===== src/rtl/dtree_channel_scheduler.sv =====
// Round-robin scheduler sharing one dtree classifier core between CHANNELS
// spike sources. One spike in flight: arbitrate, stream FEATURES samples,
// wait for level/path (or time out), then hold the tagged result until taken.
//
// Ports:
//   clk, reset        clock; asynchronous active-low reset
//   ch_valid/ready    per-channel sample handshake, ch_sample packed by channel
//   tree_in_valid/... sample stream to the core, tree_ch selects its node set
//   tree_out_valid    one-cycle result pulse with tree_level / tree_path
//   res_*             tagged result, held until res_valid & res_ready
//   busy              scheduler not idle
module dtree_channel_scheduler #(
    parameter int CHANNELS = 4,
    parameter int IN_WIDTH = 10,
    parameter int FEATURES = 3,
    parameter int TIMEOUT  = 16
) (
    input  logic                           clk,
    input  logic                           reset,
    input  logic [CHANNELS-1:0]            ch_valid,
    output logic [CHANNELS-1:0]            ch_ready,
    input  logic [CHANNELS*IN_WIDTH-1:0]   ch_sample,
    output logic                           tree_in_valid,
    input  logic                           tree_ready,
    output logic [IN_WIDTH-1:0]            tree_sample,
    output logic [$clog2(CHANNELS)-1:0]    tree_ch,
    input  logic                           tree_out_valid,
    input  logic [$clog2(FEATURES)-1:0]    tree_level,
    input  logic [$clog2(FEATURES)-1:0]    tree_path,
    output logic                           res_valid,
    input  logic                           res_ready,
    output logic [$clog2(CHANNELS)-1:0]    res_ch,
    output logic [$clog2(FEATURES)-1:0]    res_level,
    output logic [$clog2(FEATURES)-1:0]    res_path,
    output logic                           res_timeout,
    output logic                           busy
);

    localparam int CW = $clog2(CHANNELS);
    localparam int LW = $clog2(FEATURES);
    localparam int NW = $clog2(FEATURES + 1);
    localparam int TW = $clog2(TIMEOUT);

    typedef enum logic [1:0] {
        S_IDLE,
        S_FEED,
        S_WAIT,
        S_EMIT
    } state_t;

    state_t          state_q, state_d;
    logic [CW-1:0]   grant_q, grant_d;
    logic [CW-1:0]   rr_q, rr_d;
    logic [NW-1:0]   cnt_q, cnt_d;
    logic [TW-1:0]   timer_q, timer_d;
    logic [LW-1:0]   lvl_q, lvl_d;
    logic [LW-1:0]   pth_q, pth_d;
    logic            to_q, to_d;

    logic [CW-1:0]       pick;
    logic                found;
    logic [CW:0]         cand;
    logic [IN_WIDTH-1:0] sel_sample;
    logic                sel_valid;
    logic                xfer;

    // First requester at or after rr_q, wrapping modulo CHANNELS.
    always_comb begin
        pick  = '0;
        found = 1'b0;
        cand  = '0;
        for (int i = 0; i < CHANNELS; i++) begin
            cand = {1'b0, rr_q} + (CW+1)'(i);
            if (cand >= (CW+1)'(CHANNELS)) begin
                cand = cand - (CW+1)'(CHANNELS);
            end
            if (!found && ch_valid[cand[CW-1:0]]) begin
                found = 1'b1;
                pick  = cand[CW-1:0];
            end
        end
    end

    always_comb begin
        sel_sample = '0;
        for (int i = 0; i < CHANNELS; i++) begin
            if (grant_q == CW'(i)) begin
                sel_sample = ch_sample[i*IN_WIDTH +: IN_WIDTH];
            end
        end
    end

    assign sel_valid = ch_valid[grant_q];
    assign xfer      = (state_q == S_FEED) && sel_valid && tree_ready;

    // Samples pass straight through to the core; nothing is buffered here.
    always_comb begin
        ch_ready      = '0;
        tree_in_valid = 1'b0;
        tree_sample   = '0;
        if (state_q == S_FEED) begin
            tree_in_valid     = sel_valid;
            tree_sample       = sel_sample;
            ch_ready[grant_q] = tree_ready;
        end
    end

    assign tree_ch     = (state_q == S_IDLE) ? '0 : grant_q;
    assign res_valid   = (state_q == S_EMIT);
    assign res_ch      = res_valid ? grant_q : '0;
    assign res_level   = lvl_q;
    assign res_path    = pth_q;
    assign res_timeout = to_q;
    assign busy        = (state_q != S_IDLE);

    always_comb begin
        state_d = state_q;
        grant_d = grant_q;
        rr_d    = rr_q;
        cnt_d   = cnt_q;
        timer_d = timer_q;
        lvl_d   = lvl_q;
        pth_d   = pth_q;
        to_d    = to_q;
        unique case (state_q)
            S_IDLE: begin
                if (found) begin
                    grant_d = pick;
                    rr_d    = (pick == CW'(CHANNELS - 1)) ? '0 : pick + CW'(1);
                    state_d = S_FEED;
                end
            end
            S_FEED: begin
                if (xfer) begin
                    if (cnt_q == NW'(FEATURES - 1)) begin
                        cnt_d   = '0;
                        state_d = S_WAIT;
                    end else begin
                        cnt_d = cnt_q + NW'(1);
                    end
                end
            end
            S_WAIT: begin
                timer_d = timer_q + TW'(1);
                // A pulse on the last allowed cycle still counts as a result.
                if (tree_out_valid) begin
                    lvl_d   = tree_level;
                    pth_d   = tree_path;
                    to_d    = 1'b0;
                    timer_d = '0;
                    state_d = S_EMIT;
                end else if (timer_q == TW'(TIMEOUT - 1)) begin
                    lvl_d   = '0;
                    pth_d   = '0;
                    to_d    = 1'b1;
                    timer_d = '0;
                    state_d = S_EMIT;
                end
            end
            S_EMIT: begin
                if (res_ready) begin
                    state_d = S_IDLE;
                end
            end
        endcase
    end

    always_ff @(posedge clk or negedge reset) begin
        if (!reset) begin
            state_q <= S_IDLE;
            grant_q <= '0;
            rr_q    <= '0;
            cnt_q   <= '0;
            timer_q <= '0;
            lvl_q   <= '0;
            pth_q   <= '0;
            to_q    <= 1'b0;
        end else begin
            state_q <= state_d;
            grant_q <= grant_d;
            rr_q    <= rr_d;
            cnt_q   <= cnt_d;
            timer_q <= timer_d;
            lvl_q   <= lvl_d;
            pth_q   <= pth_d;
            to_q    <= to_d;
        end
    end

endmodule


===== config.mk =====
export PLATFORM = sky130hd
export DESIGN_NAME = dtree_channel_scheduler
export DESIGN_NICKNAME = d
export VERILOG_FILES = /design/src/rtl/dtree_channel_scheduler.sv
export SDC_FILE = /design/constraint.sdc
export NUM_CORES = 1
export LEC_CHECK = 0
export ABC_AREA = 1
export BUFFER_PORTS_ARGS = -buffer_cell sky130_fd_sc_hd__buf_2
export CORE_MARGIN = 5
export CORE_UTILIZATION = 46
export CTS_CLUSTER_DIAMETER = 120
export DETAILED_ROUTE_END_ITERATION = 8
export GPL_TIMING_DRIVEN = 0
export PLACE_DENSITY = 0.81
export SETUP_SLACK_MARGIN = 0.05
export SLEW_MARGIN = 20
export SYNTH_ARGS = -nofsm -noshare
export SYNTH_HDL_FRONTEND = slang
export SYNTH_SLANG_ARGS = --single-unit

===== constraint.sdc =====
create_clock -name clk -period 2.16 [get_ports clk]
set_input_delay 0.216 -clock clk [delete_from_list [all_inputs] [get_ports clk]]
set_output_delay 0.216 -clock clk [all_outputs]
set_load 0.05 [all_outputs]

# After elaboration in Yosys (flattened, before gate mapping)
# Index checks and enable logic that the tools add are counted.
[totals]
register_bits = 17
in_bits = 53
output_inout_bits = 26
elab_cells = 109
[classes]
n_addsub = 10
magnitude_cmp = 10
eq_ne = 14
muxes = 49
bitwise = 1
n_reduce_logical = 17
[ops]
columns = ["operator", "n"]
rows = [
  ["$mux 10", 5],
  ["$mux 2", 21],
  ["$lt 2x3->1 const B", 5],
  ["$mux 1", 13],
  ["$eq 2x2->1 const B", 6],
  ["$mux 4", 3],
  ["$bmux 1 s2", 5],
  ["$ge 3x3->1 const B", 3],
  ["$pmux 2 s4", 1],
  ["$sub 2x1->2 const B", 4],
  ["$add 2x2->3 const B", 2],
  ["$logic_and 1x1->1", 6],
  ["$reduce_and 2->1", 3],
  ["$reduce_and 5->1", 1],
  ["$add 2x1->2 const B", 2],
  ["$add 4x1->4 const B", 1],
  ["$and 4x4->4", 1],
  ["$eq 2x1->1 const B", 2],
  ["$eq 4x4->1 const B", 1],
  ["$logic_not 2->1", 2],
  ["$ne 2x1->1 const B", 2],
  ["$ne 2x2->1 const B", 2],
  ["$reduce_bool 2->1", 2],
  ["$add 2x1->3 const B", 1],
  ["5 further kinds", 7],
]

# Longest topological paths before layout
[depth]
word_depth = 16
depth_mapped = 14

# Worst setup path before layout
# Ideal clock, no wire load.
[synth_timing]
path_kind = "flip-flop to output port"
from = "register state_q[1]"
to = "output port ch_ready[1]"
t_arrival_ns = 1.880
path_slack_ns = 0.064
path_stages_with_launch = 5
path_cell_list = "dfrtp_1 -> inv_1 -> ha_1 -> nand2_1 -> nor3_1"
[synth_between]
elab_chain_cells = 2
[synth_lines]
columns = ["item", "line_no", "rtl"]
rows = [
  ["start: declaration", "51", "state_t state_q, state_d;"],
  ["start signal: assignment", "179", "state_q <= state_d;"],
  ["$eq 2x1->1", "101", "if (state_q == S_FEED) begin"],
  ["$mux 4", "101", ""],
  ["end: declaration", "21", "output logic [CHANNELS-1:0] ch_ready,"],
]
# Every way passes these cells.

# Worst setup path in the final report
[layout_timing]
from = "register grant_q[0]"
to = "output port tree_sample[0]"
[layout_between]
elab_chain_cells = 6
word_cells_on_any_way = 9
cone_classes = "3 x eq/ne; 5 x mux; 1 x reduce/logical"
[layout_lines]
columns = ["item", "line_no", "rtl"]
rows = [
  ["start: declaration", "52", "logic [CW-1:0] grant_q, grant_d;"],
  ["start signal: assignment", "180", "grant_q <= grant_d;"],
  ["$logic_not 2->1", "87", "if (grant_q == CW'(i)) begin"],
  ["$mux 10 (3 in series)", "87", ""],
  ["$mux 10 (*)", "87", ""],
  ["$mux 10 (*)", "101", ""],
  ["end: declaration", "25", "output logic [IN_WIDTH-1:0] tree_sample,"],
]
# Every way passes the cells marked *; elsewhere a longest branch is shown, timed or not.

==> metrics.md <==
| Metric | Value |
|---|---|
| Cell count after synthesis | `231` |
| Die W | `67.6 µm` |
| Post-synthesis cell type count | `32` |
| Area taken by multi-input logic gates | `942 µm²` |
| Placed cell area | `1970 µm²` |
| R2R cell count | `11` |
| Post-Syn Area | `1530 µm²` |
| Critical Path Start Type | `flip-flop` |
| Design Area, Final | `2030 µm²` |
| Final Cycle Share | `93.4%` |
| CTS tree | `built` |
| Syn Area/Cell | `6.60 µm²` |
| Critical path launch point | `grant_q[0]$_DFFE_PN0P_` |
| Vias in the first global route | `1510` |
| Starting Density | `46.4%` |
| Initial antenna violation count | `0` |
| Die height | `67.6 µm` |
| Port buffer count | `78` |
| Final GP Congestion | `0.871` |
| Routed length per instance | `11.9 µm` |
| Fin crit period | `2020 ps` |
| FF-to-FF End | `state_q[1]$_DFFE_PN0P_` |
| Critical path endpoint category | `output pin` |
| Finish-stage setup viols | `0` |
| Total number of vias | `1742` |
| Final WL | `4280 µm` |
| Most common cell after layout, fill and taps aside | `buf_2` |
| Remaining global-route overflow | `0` |
| Synth Area in XOR/XNOR | `0.574%` |
| Flip-flop and latch area | `428 µm²` |
| Required time of the critical path | `1940 ps` |
| Number of I/O pins | `79` |
| Power Density | `1670 nW/µm²` |
| Flop-to-flop setup slack | `460 ps` |
| Commonest cells after routing, fill and taps aside | `buf_2 (76), nand2_1 (63), inv_1 (31)` |
| RSZ-0062 raised after global routing | `yes` |
| Fill cells | `317` |
| Detailed Route Iter0 Violations | `54` |
| Detail Route Antenna Nets | `0` |
| CTS clock-pin slew for the worst setup and hold paths | `100 ps` |
| Top cells by area, synth | `dfrtp_1 (28%), nand2_1 (16%), inv_1 (7.6%)` |
| Leak | `1.19 nW` |
| Core area | `3280 µm²` |
| Gr usage total | `18.1%` |
| Crit path capture | `tree_sample[0]` |
| Clk buf depth | `2` |
| CP arrival | `1800 ps` |
| Adder-cell share of the synthesized area | `4.10%` |
| DRC viols | `0` |
| Final HPWL DP | `3500 µm` |
| #FFs+latches synth | `17` |
| Clock sink count | `17` |
| Run status | `finished, final reports clean` |
| Post-synthesis sequential area ratio | `27.9%` |
| Antenna cell count | `0` |
| Slew headroom | `75.9%` |
| Hold Path Class | `in -> reg` |
| TNS Setup | `0 ps` |
| Synth-to-Final Area Change | `33.2%` |
| Worst vdd ir | `0.806 mV` |
| H-tree Lvls | `1` |
| Slew Viols, Final | `0` |
| Syn nets | `289` |
| Fmax | `496 MHz` |
| Vias/cell | `4.84` |
| Die Area | `4570 µm²` |
| DR pass1 iterations | `7` |
| Fin. Hold Viols | `0` |
| Synth Area in Compound Gates | `21.0%` |
| Top cell type by total area after synthesis | `dfrtp_1` |
| First-pass GRT wire length | `6400 µm` |
| Kind of critical path | `reg -> out` |
| Critical-path maximum fanout | `7` |
| Post-synthesis mux area share | `0%` |
| Area share of the largest cell type after synthesis | `27.9%` |
| Yosys warns | `0` |
| Nets@finish | `373` |
| Largest family of logic cells by synthesized area | `simple AND/OR/NAND/NOR gates` |
| Synth Area in Simple Gates | `35.4%` |
| Clock latency on the worst-skew pair | `290 ps` |
| Rows | `21` |
| Max-Cap Viols | `0` |
| Layout Skew | `12.2 ps` |
| Largest net degree at the start of global routing | `18` |
| Least-Margin Pin Slew | `362 ps` |
| Share of layout cells above drive strength 1 | `36.0%` |
| Clock root cell | `clkbuf_4` |
| Clock buffer count from CTS | `3` |
## worst min-delay path by stage
stage / cells past startpoint / slack (ps) / startpoint / end
after floorplan: 0 / -80 / reset / async pin
after global placement: 1 / 150 / reset / timer_q[0]$_DFFE_PN0P_
after detailed placement: 1 / 150 / reset / timer_q[0]$_DFFE_PN0P_
after CTS: 2 / 130 / tree_level[1] / res_level[1]$_DFFE_PN0P_
after global routing: 2 / 120 / tree_level[1] / res_level[1]$_DFFE_PN0P_
final: 2 / 140 / tree_level[1] / res_level[1]$_DFFE_PN0P_
## kinds of logic after synthesis
group	after synthesis
AOI/OAI and AO/OA	50
xor gates and xnor gates	1
adders and majority gates	5
buffers and inverters	39
DFF	17
and+or+nand+nor	119
## metal layers
metal / vias to the layer above / share of wire [%] / wire, µm / track usage (%)
li1: 925 / - / - / -
met1: 751 / 43 / 1860 / 21.2
met2: 62 / 45 / 1920 / 31.8
met3: 4 / 11 / 466 / 5.66
met4: 0 / 0.79 / 34 / 4.05
met5: - / 0 / 0 / 0
## flip-flops by register name (all words and copies together) (netlist names), named ones only
name,cells
res_level,2
rr_q,1
res_timeout,1
timer_q,4
state_q,2
cnt_q,2
grant_q,2
res_path,2
## report_power, final
part / internal, mW / switching [mW] / total, mW / leakage [nW]
clock: 0.0688 / 0.0940 / 0.163 / 0.0177
sequential: 0.477 / 0.147 / 0.624 / 0.206
combinational: 0.799 / 1.82 / 2.61 / 0.969
## final cells by class
class | count | area share (%)
sequential | 17 | 21.1
clock inverter | 1 | 0.246
multi-input combinational | 175 | 46.4
clock buffer | 3 | 1.11
tap | 46 | 2.83
inverter | 36 | 6.77
buffer | 3 | 1.54
timing repair buffer | 79 | 20.1
## synthesized netlist by cell type, drive strengths merged
cell    count
nand4       3
or2         1
o221ai      2
buf         2
nor3        1
nand2      76
ha          5
a221o       6
inv        36
o211ai      1
dfrtp      17
clkbuf      1
nand3b      1
o22ai       2
nand3      17
a21boi      1
nor2       20
o21ai      14
a221oi      1
a22o        4
xor2        1
a21oi      18
o21a        1
## timing repair
action	in CTS	in global routing
setup buffers	0	0
hold buffers	1	0
resized for setup	3	7
endpoints found under the setup margin	9	12
endpoints found under the hold margin	17	0
## per-stage QoR
step	setup WS (ps)	cells	utilization (%)	hold slack [ps]	power, mW
6_report	142	360	61.9	142	3.40
5_1_grt	51.2	360	61.9	122	3.71
4_1_cts	51.8	360	61.5	134	3.40
3_5_place_dp	236	355	60.1	154	3.21
3_3_place_gp	223	355	60.1	155	3.16
2_1_floorplan	63.6	231	-	-79.6	2.66
## worst max-delay path, stage by stage (launching register included)
cell     delay (ps)
dfrtp_2         470
inv_2            80
nor2_2          250
a221o_1         190
o21ai_0         110
a21oi_1         140
buf_2           270
Power figures use the tool's default switching activity.
